==> config.mk <==
export PLATFORM = sky130hd
export DESIGN_NAME = fp_unit_scheduler
export DESIGN_NICKNAME = d
export VERILOG_FILES = /design/src/rtl/fp_sched_pkg.sv /design/src/rtl/fp_unit_slot.sv /design/src/rtl/fp_unit_scheduler.sv
export SDC_FILE = /design/constraint.sdc
export NUM_CORES = 1
export LEC_CHECK = 0
export ABC_CLOCK_PERIOD_IN_PS = 5750
export CAP_MARGIN = 30
export CORE_AREA = 2 2 234 236
export CTS_CLUSTER_DIAMETER = 200
export CTS_CLUSTER_SIZE = 20
export DETAILED_ROUTE_END_ITERATION = 8
export DIE_AREA = 0 0 236 238
export PLACE_DENSITY_LB_ADDON = 0.2
export SYNTH_ARGS = -nofsm -noshare
export SYNTH_HDL_FRONTEND = slang
export SYNTH_HIERARCHICAL = 1
export SYNTH_SLANG_ARGS = --single-unit
==> constraint.sdc <==
create_clock -name clk -period 5.75 [get_ports clk]
set_input_delay 1.725 -clock clk [delete_from_list [all_inputs] [get_ports clk]]
set_output_delay 1.725 -clock clk [all_outputs]
set_load 0.005 [all_outputs]
==> src/rtl/fp_sched_pkg.sv <==
// Shared types and constants for the FP unit scheduler.
package fp_sched_pkg;

  localparam int unsigned FP_W = 32;

  typedef enum logic {
    OP_MUL = 1'b0,
    OP_ADD = 1'b1
  } fp_op_e;

  typedef enum logic [1:0] {
    IDLE   = 2'd0,
    BUSY   = 2'd1,
    RETURN = 2'd2
  } unit_state_e;

  localparam logic [FP_W-1:0] FP_ZERO = 32'h0000_0000;
  localparam logic [FP_W-1:0] FP_ONE  = 32'h3F80_0000;

endpackage

==> src/rtl/fp_unit_slot.sv <==
// One shared FP unit: round-robin arbiter, IDLE/BUSY/RETURN sequencer and
// the operand/owner/count registers that front the unit.
module fp_unit_slot
  import fp_sched_pkg::*;
#(
  parameter int unsigned NUM_REQ = 4,
  parameter int unsigned LAT     = 2,
  parameter fp_op_e      OP      = OP_MUL
) (
  input  logic                      clk,
  input  logic                      reset,
  input  logic [NUM_REQ-1:0]        req_valid,
  input  logic [NUM_REQ-1:0]        req_op,
  input  logic [NUM_REQ-1:0]        out_mask,
  input  logic [NUM_REQ*FP_W-1:0]   req_a,
  input  logic [NUM_REQ*FP_W-1:0]   req_b,
  output logic [NUM_REQ-1:0]        gnt_c,
  output logic                      cap_c,
  output logic [NUM_REQ-1:0]        rsp_valid,
  output logic [$clog2(NUM_REQ)-1:0] owner,
  output logic [FP_W-1:0]           op_a,
  output logic [FP_W-1:0]           op_b
);

  localparam int unsigned IDX_W = $clog2(NUM_REQ);
  localparam int unsigned CNT_W = $clog2(LAT + 2);

  unit_state_e          state_q, state_d;
  logic [IDX_W-1:0]     ptr_q, ptr_d;
  logic [IDX_W-1:0]     owner_q, owner_d;
  logic [CNT_W-1:0]     cnt_q, cnt_d;
  logic [FP_W-1:0]      a_q, a_d;
  logic [FP_W-1:0]      b_q, b_d;
  logic [NUM_REQ-1:0]   rsp_valid_q, rsp_valid_d;

  logic [NUM_REQ-1:0]   op_match;
  logic [NUM_REQ-1:0]   elig;
  logic                 win_found;
  logic [IDX_W-1:0]     win_idx;
  logic [IDX_W-1:0]     cand;

  assign op_match = (OP == OP_ADD) ? req_op : ~req_op;
  assign elig     = req_valid & ~out_mask & op_match;

  // First eligible index at or after ptr, wrapping.
  always_comb begin
    win_found = 1'b0;
    win_idx   = '0;
    cand      = '0;
    for (int unsigned k = 0; k < NUM_REQ; k++) begin
      cand = IDX_W'((32'(ptr_q) + k) % NUM_REQ);
      if (!win_found && elig[cand]) begin
        win_found = 1'b1;
        win_idx   = cand;
      end
    end
  end

  always_comb begin
    state_d     = state_q;
    ptr_d       = ptr_q;
    owner_d     = owner_q;
    cnt_d       = cnt_q;
    a_d         = a_q;
    b_d         = b_q;
    rsp_valid_d = '0;
    gnt_c       = '0;
    cap_c       = 1'b0;
    unique case (state_q)
      IDLE: begin
        if (win_found) begin
          gnt_c[win_idx] = 1'b1;
          a_d            = req_a[FP_W*win_idx +: FP_W];
          b_d            = req_b[FP_W*win_idx +: FP_W];
          owner_d        = win_idx;
          ptr_d          = IDX_W'((32'(win_idx) + 1) % NUM_REQ);
          // Extra cycle: the unit only sees operands once they are registered.
          cnt_d          = CNT_W'(LAT + 1);
          state_d        = BUSY;
        end
      end
      BUSY: begin
        cnt_d = cnt_q - CNT_W'(1);
        if (cnt_q == CNT_W'(1)) begin
          cap_c                = 1'b1;
          rsp_valid_d[owner_q] = 1'b1;
          state_d              = RETURN;
        end
      end
      RETURN:  state_d = IDLE;
      default: state_d = IDLE;
    endcase
  end

  always_ff @(posedge clk) begin
    if (reset) begin
      state_q     <= IDLE;
      ptr_q       <= '0;
      owner_q     <= '0;
      cnt_q       <= '0;
      a_q         <= FP_ZERO;
      b_q         <= FP_ZERO;
      rsp_valid_q <= '0;
    end else begin
      state_q     <= state_d;
      ptr_q       <= ptr_d;
      owner_q     <= owner_d;
      cnt_q       <= cnt_d;
      a_q         <= a_d;
      b_q         <= b_d;
      rsp_valid_q <= rsp_valid_d;
    end
  end

  assign rsp_valid = rsp_valid_q;
  assign owner     = owner_q;
  assign op_a      = a_q;
  assign op_b      = b_q;

endmodule

==> src/rtl/fp_unit_scheduler.sv <==
// Shares one FP multiplier and one FP adder among NUM_REQ layer controllers,
// returning each result to its owner with a one-cycle valid.
module fp_unit_scheduler
  import fp_sched_pkg::*;
#(
  parameter int unsigned NUM_REQ = 4,
  parameter int unsigned MUL_LAT = 2,
  parameter int unsigned ADD_LAT = 2
) (
  input  logic                    clk,
  input  logic                    reset,
  input  logic [NUM_REQ-1:0]      req_valid,
  input  logic [NUM_REQ-1:0]      req_op,
  input  logic [NUM_REQ*FP_W-1:0] req_a,
  input  logic [NUM_REQ*FP_W-1:0] req_b,
  output logic [NUM_REQ-1:0]      gnt,
  output logic [NUM_REQ-1:0]      rsp_valid,
  output logic [NUM_REQ*FP_W-1:0] rsp_data,
  output logic [FP_W-1:0]         mul_a,
  output logic [FP_W-1:0]         mul_b,
  input  logic [FP_W-1:0]         mul_q,
  output logic [FP_W-1:0]         add_a,
  output logic [FP_W-1:0]         add_b,
  input  logic [FP_W-1:0]         add_q
);

  localparam int unsigned IDX_W = $clog2(NUM_REQ);

  logic [NUM_REQ-1:0]      out_q, out_d;
  logic [NUM_REQ*FP_W-1:0] rsp_data_q, rsp_data_d;

  logic [NUM_REQ-1:0] mul_gnt_c, add_gnt_c;
  logic [NUM_REQ-1:0] mul_rsp_valid, add_rsp_valid;
  logic               mul_cap_c, add_cap_c;
  logic [IDX_W-1:0]   mul_owner, add_owner;

  fp_unit_slot #(
    .NUM_REQ (NUM_REQ),
    .LAT     (MUL_LAT),
    .OP      (OP_MUL)
  ) u_mul_slot (
    .clk       (clk),
    .reset     (reset),
    .req_valid (req_valid),
    .req_op    (req_op),
    .out_mask  (out_q),
    .req_a     (req_a),
    .req_b     (req_b),
    .gnt_c     (mul_gnt_c),
    .cap_c     (mul_cap_c),
    .rsp_valid (mul_rsp_valid),
    .owner     (mul_owner),
    .op_a      (mul_a),
    .op_b      (mul_b)
  );

  fp_unit_slot #(
    .NUM_REQ (NUM_REQ),
    .LAT     (ADD_LAT),
    .OP      (OP_ADD)
  ) u_add_slot (
    .clk       (clk),
    .reset     (reset),
    .req_valid (req_valid),
    .req_op    (req_op),
    .out_mask  (out_q),
    .req_a     (req_a),
    .req_b     (req_b),
    .gnt_c     (add_gnt_c),
    .cap_c     (add_cap_c),
    .rsp_valid (add_rsp_valid),
    .owner     (add_owner),
    .op_a      (add_a),
    .op_b      (add_b)
  );

  assign gnt       = mul_gnt_c | add_gnt_c;
  assign rsp_valid = mul_rsp_valid | add_rsp_valid;
  assign rsp_data  = rsp_data_q;

  // Owners of the two units are always distinct, so both captures can land together.
  always_comb begin
    out_d      = (out_q | gnt) & ~rsp_valid;
    rsp_data_d = rsp_data_q;
    if (mul_cap_c) rsp_data_d[FP_W*mul_owner +: FP_W] = mul_q;
    if (add_cap_c) rsp_data_d[FP_W*add_owner +: FP_W] = add_q;
  end

  always_ff @(posedge clk) begin
    if (reset) begin
      out_q      <= '0;
      rsp_data_q <= '0;
    end else begin
      out_q      <= out_d;
      rsp_data_q <= rsp_data_d;
    end
  end

endmodule
After elaboration in Yosys (flattened, before gate mapping) --
Cells that the tools add are included.
Word-level totals: bits in writable memories 0, flip-flop bits (word level) 284, bits of input ports 330, memories 0, logic and storage cells 164, ROM bits 0, latch bits 0
Operators by class: add/subtract/negate cells 12, muxes and demuxes 62, shift-type cells 8, $lt $le $gt $ge 16, bitwise gates (word level) 14, multiply operators 0, divide/modulo/power cells 0, equality and inequality tests 8, reductions and logical operators 28
Operators by type and width (count):
- $shiftx A128 B8 Y32 | 4
- $bwmux W128 | 2
- $mux W128 | 2
- $shift A32 B34 Y128 const A | 2
- $shiftx A32 B34 Y128 | 2
- $neg A7 Y34 | 2
- $lt A2 B3 Y1 const B | 12
- $mux W2 | 14
- $mux W1 | 24
- $and A4 B4 Y4 | 4
- $bmux W1 S2 | 8
- $mux W4 | 4
- $pmux W2 S2 | 4
- $not A4 Y4 | 3
- $or A4 B4 Y4 | 3
- $reduce_and A2 Y1 | 6
- $logic_and A1 B1 Y1 | 10
- $add A2 B1 Y2 const B | 4
- $add A2 B2 Y2 const B | 4
- $demux W1 S2 | 4
- $eq A2 B1 Y1 const B | 4
- $ge A2 B1 Y1 const B | 4
- $ne A2 B1 Y1 const B | 4
- $logic_not A1 Y1 | 6
- 5 further kinds | 12

Logic depth before layout (Yosys ltp) --
depth after elaboration 24, depth in mapped cells 11

By module --
The synthesis kept the hierarchy.
By module, submodules not included:
- fp_unit_scheduler | area an instance 6194.7 sq um, instances 1, seq. area each 2642.5 sq um, cells an instance 748
- fp_unit_slot at u_mul_slot | area an instance 4943.5 sq um, instances 1, seq. area each 1521.5 sq um, cells an instance 430
- fp_unit_slot at u_add_slot | area an instance 4604.4 sq um, instances 1, seq. area each 1521.5 sq um, cells an instance 425

Worst setup path before layout --
OpenSTA, ideal clock, no wires.
path kind input to output, from input port req_op[2], to output port gnt[3], path slack 0.820 ns, data arrival time 3.205 ns, stages on the path 9, cell sequence nand3b_4 or3b_1 nand3_1 buf_2 buf_6 buf_4 nor2_1 and2_1 or2_2
Between the ends: elaborated cells on any way between the ends 62, classes of those cells 4 x order compare; 40 x mux; 4 x bitwise; 14 x reduce/logical
RTL lines:
- start, declared | line fp_unit_scheduler.sv:13 | input logic [NUM_REQ-1:0] req_op,
- $and A4 B4 Y4 (*) | line fp_unit_slot.sv:43 | assign elig = req_valid & ~out_mask & op_match;
- $bmux W1 S2 | line fp_unit_slot.sv:52 | if (!win_found && elig[cand]) begin
- $mux W1 (not written as such) | line fp_unit_slot.sv:52
- $mux W1 | line fp_unit_slot.sv:52
- $logic_not A1 Y1 | line fp_unit_slot.sv:52
- $logic_and A1 B1 Y1 | line fp_unit_slot.sv:52
- $mux W1 | line fp_unit_slot.sv:52
- $logic_not A1 Y1 | line fp_unit_slot.sv:52
- [5 not listed]
- $lt A2 B3 Y1 (not written as such) or $ge A2 B1 Y1 (tied branches) | line fp_unit_slot.sv:72 | gnt_c[win_idx] = 1'b1;
- $logic_and A1 B1 Y1 (not written as such) | line fp_unit_slot.sv:72
- $mux W1 (not written as such) | line fp_unit_slot.sv:72
- $demux W1 S2
- $mux W4 (*) | line fp_unit_slot.sv:71 | if (win_found) begin
- $mux W4 (*) | line fp_unit_slot.sv:69 | unique case (state_q)
- named net add_gnt_c[3] | line fp_unit_scheduler.sv:32 | logic [NUM_REQ-1:0] mul_gnt_c, add_gnt_c;
- $or A4 B4 Y4 (*) | line fp_unit_scheduler.sv:77 | assign gnt = mul_gnt_c | add_gnt_c;
- end, declared | line fp_unit_scheduler.sv:16 | output logic [NUM_REQ-1:0] gnt,
Mark *: on every way through the listed nets, which the timed path passes. The rest lies on a longest branch. The select of a mux whose other input is x is not followed.

Worst setup path in the final report --
from input port req_op[2], to output port gnt[1]
The elaborated chain is that of the path after synthesis.

==> metrics <==
Top-Level Pins 594; Synth Register Bits 284; Iteration-0 DRC Markers 1,101; initial antenna violation count 21; DR pass1 iterations 5; crit path buf inv count 3; initial core utilization 29.4%; status finished, final reports clean; DPL Wire Length 50.8 mm; Slew Limit Headroom 18.1%; Synth cell types 71; asr flop ratio synth 0%; clk buf depth 3; Max Fclk 176 MHz; post-layout power 6.35 mW; RSZ-0062 raised after global routing false; Clk Latency, worst-skew pair 530 ps; Total GRT Usage 24.5%; met1 usage 28.5%; cts bufs inserted 18; Setup TNS 0 ps; clk_skew 24.0 ps; setup violators final 0; CTS tree yes; # rows 85; most frequent cells in the layout 591 x clkdlybuf4s50_1, 284 x dfxtp_1, 257 x mux2i_1; Clock transition at path regs 90 ps; Static Leak 8.16 nW; largest net degree at the start of global routing 130; number of max-cap violations 0; CP Capture Type output port; Top cell by count, worst path clkdlybuf4s50_1; Sink Count 284; Slew Limit Fails 0; fillers 5,254; die footprint 56,200 um2; Tightest Pin Transition 1230 ps; met2 usage 43.1%; Synth Cell Area 15,700 um2; worst min-delay path category register to register; CP max FO 7; vias per inst 5.57; CP required 4030 ps; input/output buffers 593; CP max-delay cell clkdlybuf4s50_1; H-tree levels 1; die height 238 um; grt total ovfl 0; share of layout cells above drive strength 1 10.4%; vias 15,600; CP cell instances clkdlybuf4s50_1, nand3b_4, buf_4, nor3b_1, o22a_1, nor2_1, or2_2, clkdlybuf4s50_1; sequential cell area fraction in the yosys report 36.1%; WL/cell 25.8 um; Slowest Stage Delay on Critical Path 570 ps; Post-synth EDFFs 0; area grow syn2layout 43.4%; commonest non-fill, non-tap cell in the layout clkdlybuf4s50_1; endpoints failing hold 0; Min Clock Period, post-route 5680 ps; WS Path Type input port to output port; root buf cell clkbuf_16; met3 GRT Util 7.39%; Arrival @ worst endpoint 3950 ps; Yosys warning total 6; Synth Flop Type dfxtp_1; post-route DRC violation count 0; maximum vdd ir drop 0.188 mV; final WL 72.4 mm; syn_area_per_cell 9.82 um2; Die X 236 um; ANT nets after route 0; synthesized net count 1,945; fin nets 2,441; first-pass GRT wire length 106 mm; CP top delay family buffers and inverters; core footprint 53,500 um2; Cells after Synth 1,603; CP Launch Type input port; Placer Congestion 0.879; Pwr Density 281 nW/um2; GRT busiest layer met2; vias in the first global route 16,000; final cycle utilization of the critical path 98.7%
==> metrics by stage <==
stage	hold WS, ps	util [%]	worst slack [ps]	std cells	area (um2)
floorplan	450	-	820	1603	15700
global placement	448	41.2	57.4	2773	22000
detailed placement	448	41.2	43.6	2773	22000
CTS	473	42.1	29.3	2793	22500
global route	498	42.2	14.3	2806	22600
finish	473	42.2	74.5	2810	22600
==> sequential cells by signal (all words and copies together) (netlist names) <==
signal / flops
u_mul_slot/rsp_valid: 4
u_mul_slot/cnt_q: 2
u_add_slot/rsp_valid: 4
u_mul_slot/state_q: 2
u_mul_slot/owner: 2
u_add_slot/op_a: 32
u_mul_slot/ptr_q: 2
u_add_slot/ptr_q: 2
out_q: 4
u_add_slot/op_b: 32
u_add_slot/state_q: 2
u_add_slot/cnt_q: 2
u_mul_slot/op_a: 32
u_mul_slot/op_b: 32
rsp_data: 128
u_add_slot/owner: 2
==> worst paths after layout <==
kind / slack [ps] / from / cells past startpoint / to
max reg2reg: 2070 / out_q[1]$_SDFF_PP0_ / 8 / u_add_slot/op_b[1]$_SDFFE_PP0P_
min: 470 / u_add_slot/op_a[15]$_SDFFE_PP0P_ / 2 / u_add_slot/op_a[15]$_SDFFE_PP0P_
max: 70 / req_op[2] / 8 / gnt[1]
min reg2reg: 470 / u_add_slot/op_a[15]$_SDFFE_PP0P_ / 2 / u_add_slot/op_a[15]$_SDFFE_PP0P_
==> where the power goes <==
part	switching (mW)	internal [mW]	leakage (nW)
Clock	0.757	0.598	0.242
Sequential	0.195	2.26	2.32
Combinational	1.26	1.28	5.60
==> cells by family (layout without fill, tap and decap cells) <==
group	Yosys count	in the layout	synth area share, %
muxes	257	257	16.3
buffers and inverters	169	665	6.40
xor gates and xnor gates	2	2	0.111
and+or+nand+nor	430	430	14.8
adders and majority gates	12	12	0.954
DFF	284	284	36.1
AOI/OAI and AO/OA	449	449	25.3
other	0	15	0
==> layer usage <==
metal  up-vias  wire, um
li1       7113         -
met1      7691     28000
met2       718     35300
met3       113      6640
met4        14      2300
met5         -        87
==> layout make-up <==
type	count	area [um2]	area share, %
multi-input cells	1150	9140	40.5
repair buffers	634	6310	27.9
flip-flops and latches	284	5690	25.2
well taps	696	871	3.86
clock buffers	19	475	2.11
inverters	11	41.3	0.183
diodes	15	37.5	0.166
clock inverters	1	16.3	0.0721
==> cell usage after synthesis (22+ instances only) <==
master | n | area (um2)
nor2_1 | 96 | 360
nand3b_1 | 65 | 488
a21oi_1 | 146 | 731
nand2_1 | 111 | 417
dfxtp_1 | 284 | 5690
nand3_1 | 78 | 390
a31oi_1 | 23 | 144
o221ai_2 | 114 | 1710
a32oi_1 | 43 | 377
buf_6 | 22 | 248
buf_2 | 54 | 270
a211oi_1 | 73 | 548
clkbuf_1 | 43 | 161
mux2i_1 | 257 | 2570
==> worst register-to-register path, cell delays in order, from the launching register on <==
cell      delay, ps
dfxtp_1         410
nand3b_4        200
or3b_1          430
nand3_4         140
buf_4           460
buf_4           580
buf_4           840
mux2i_1         380
o221ai_2        120
==> timing repair <==
item | in CTS | in global routing
endpoints found under the setup margin | 0 | 1
endpoints found under the hold margin | 0 | 0
buffers inserted | 0 | 2
hold buffers | 0 | 0
resized for setup | 0 | 1
(Power assumes the default switching activity.)
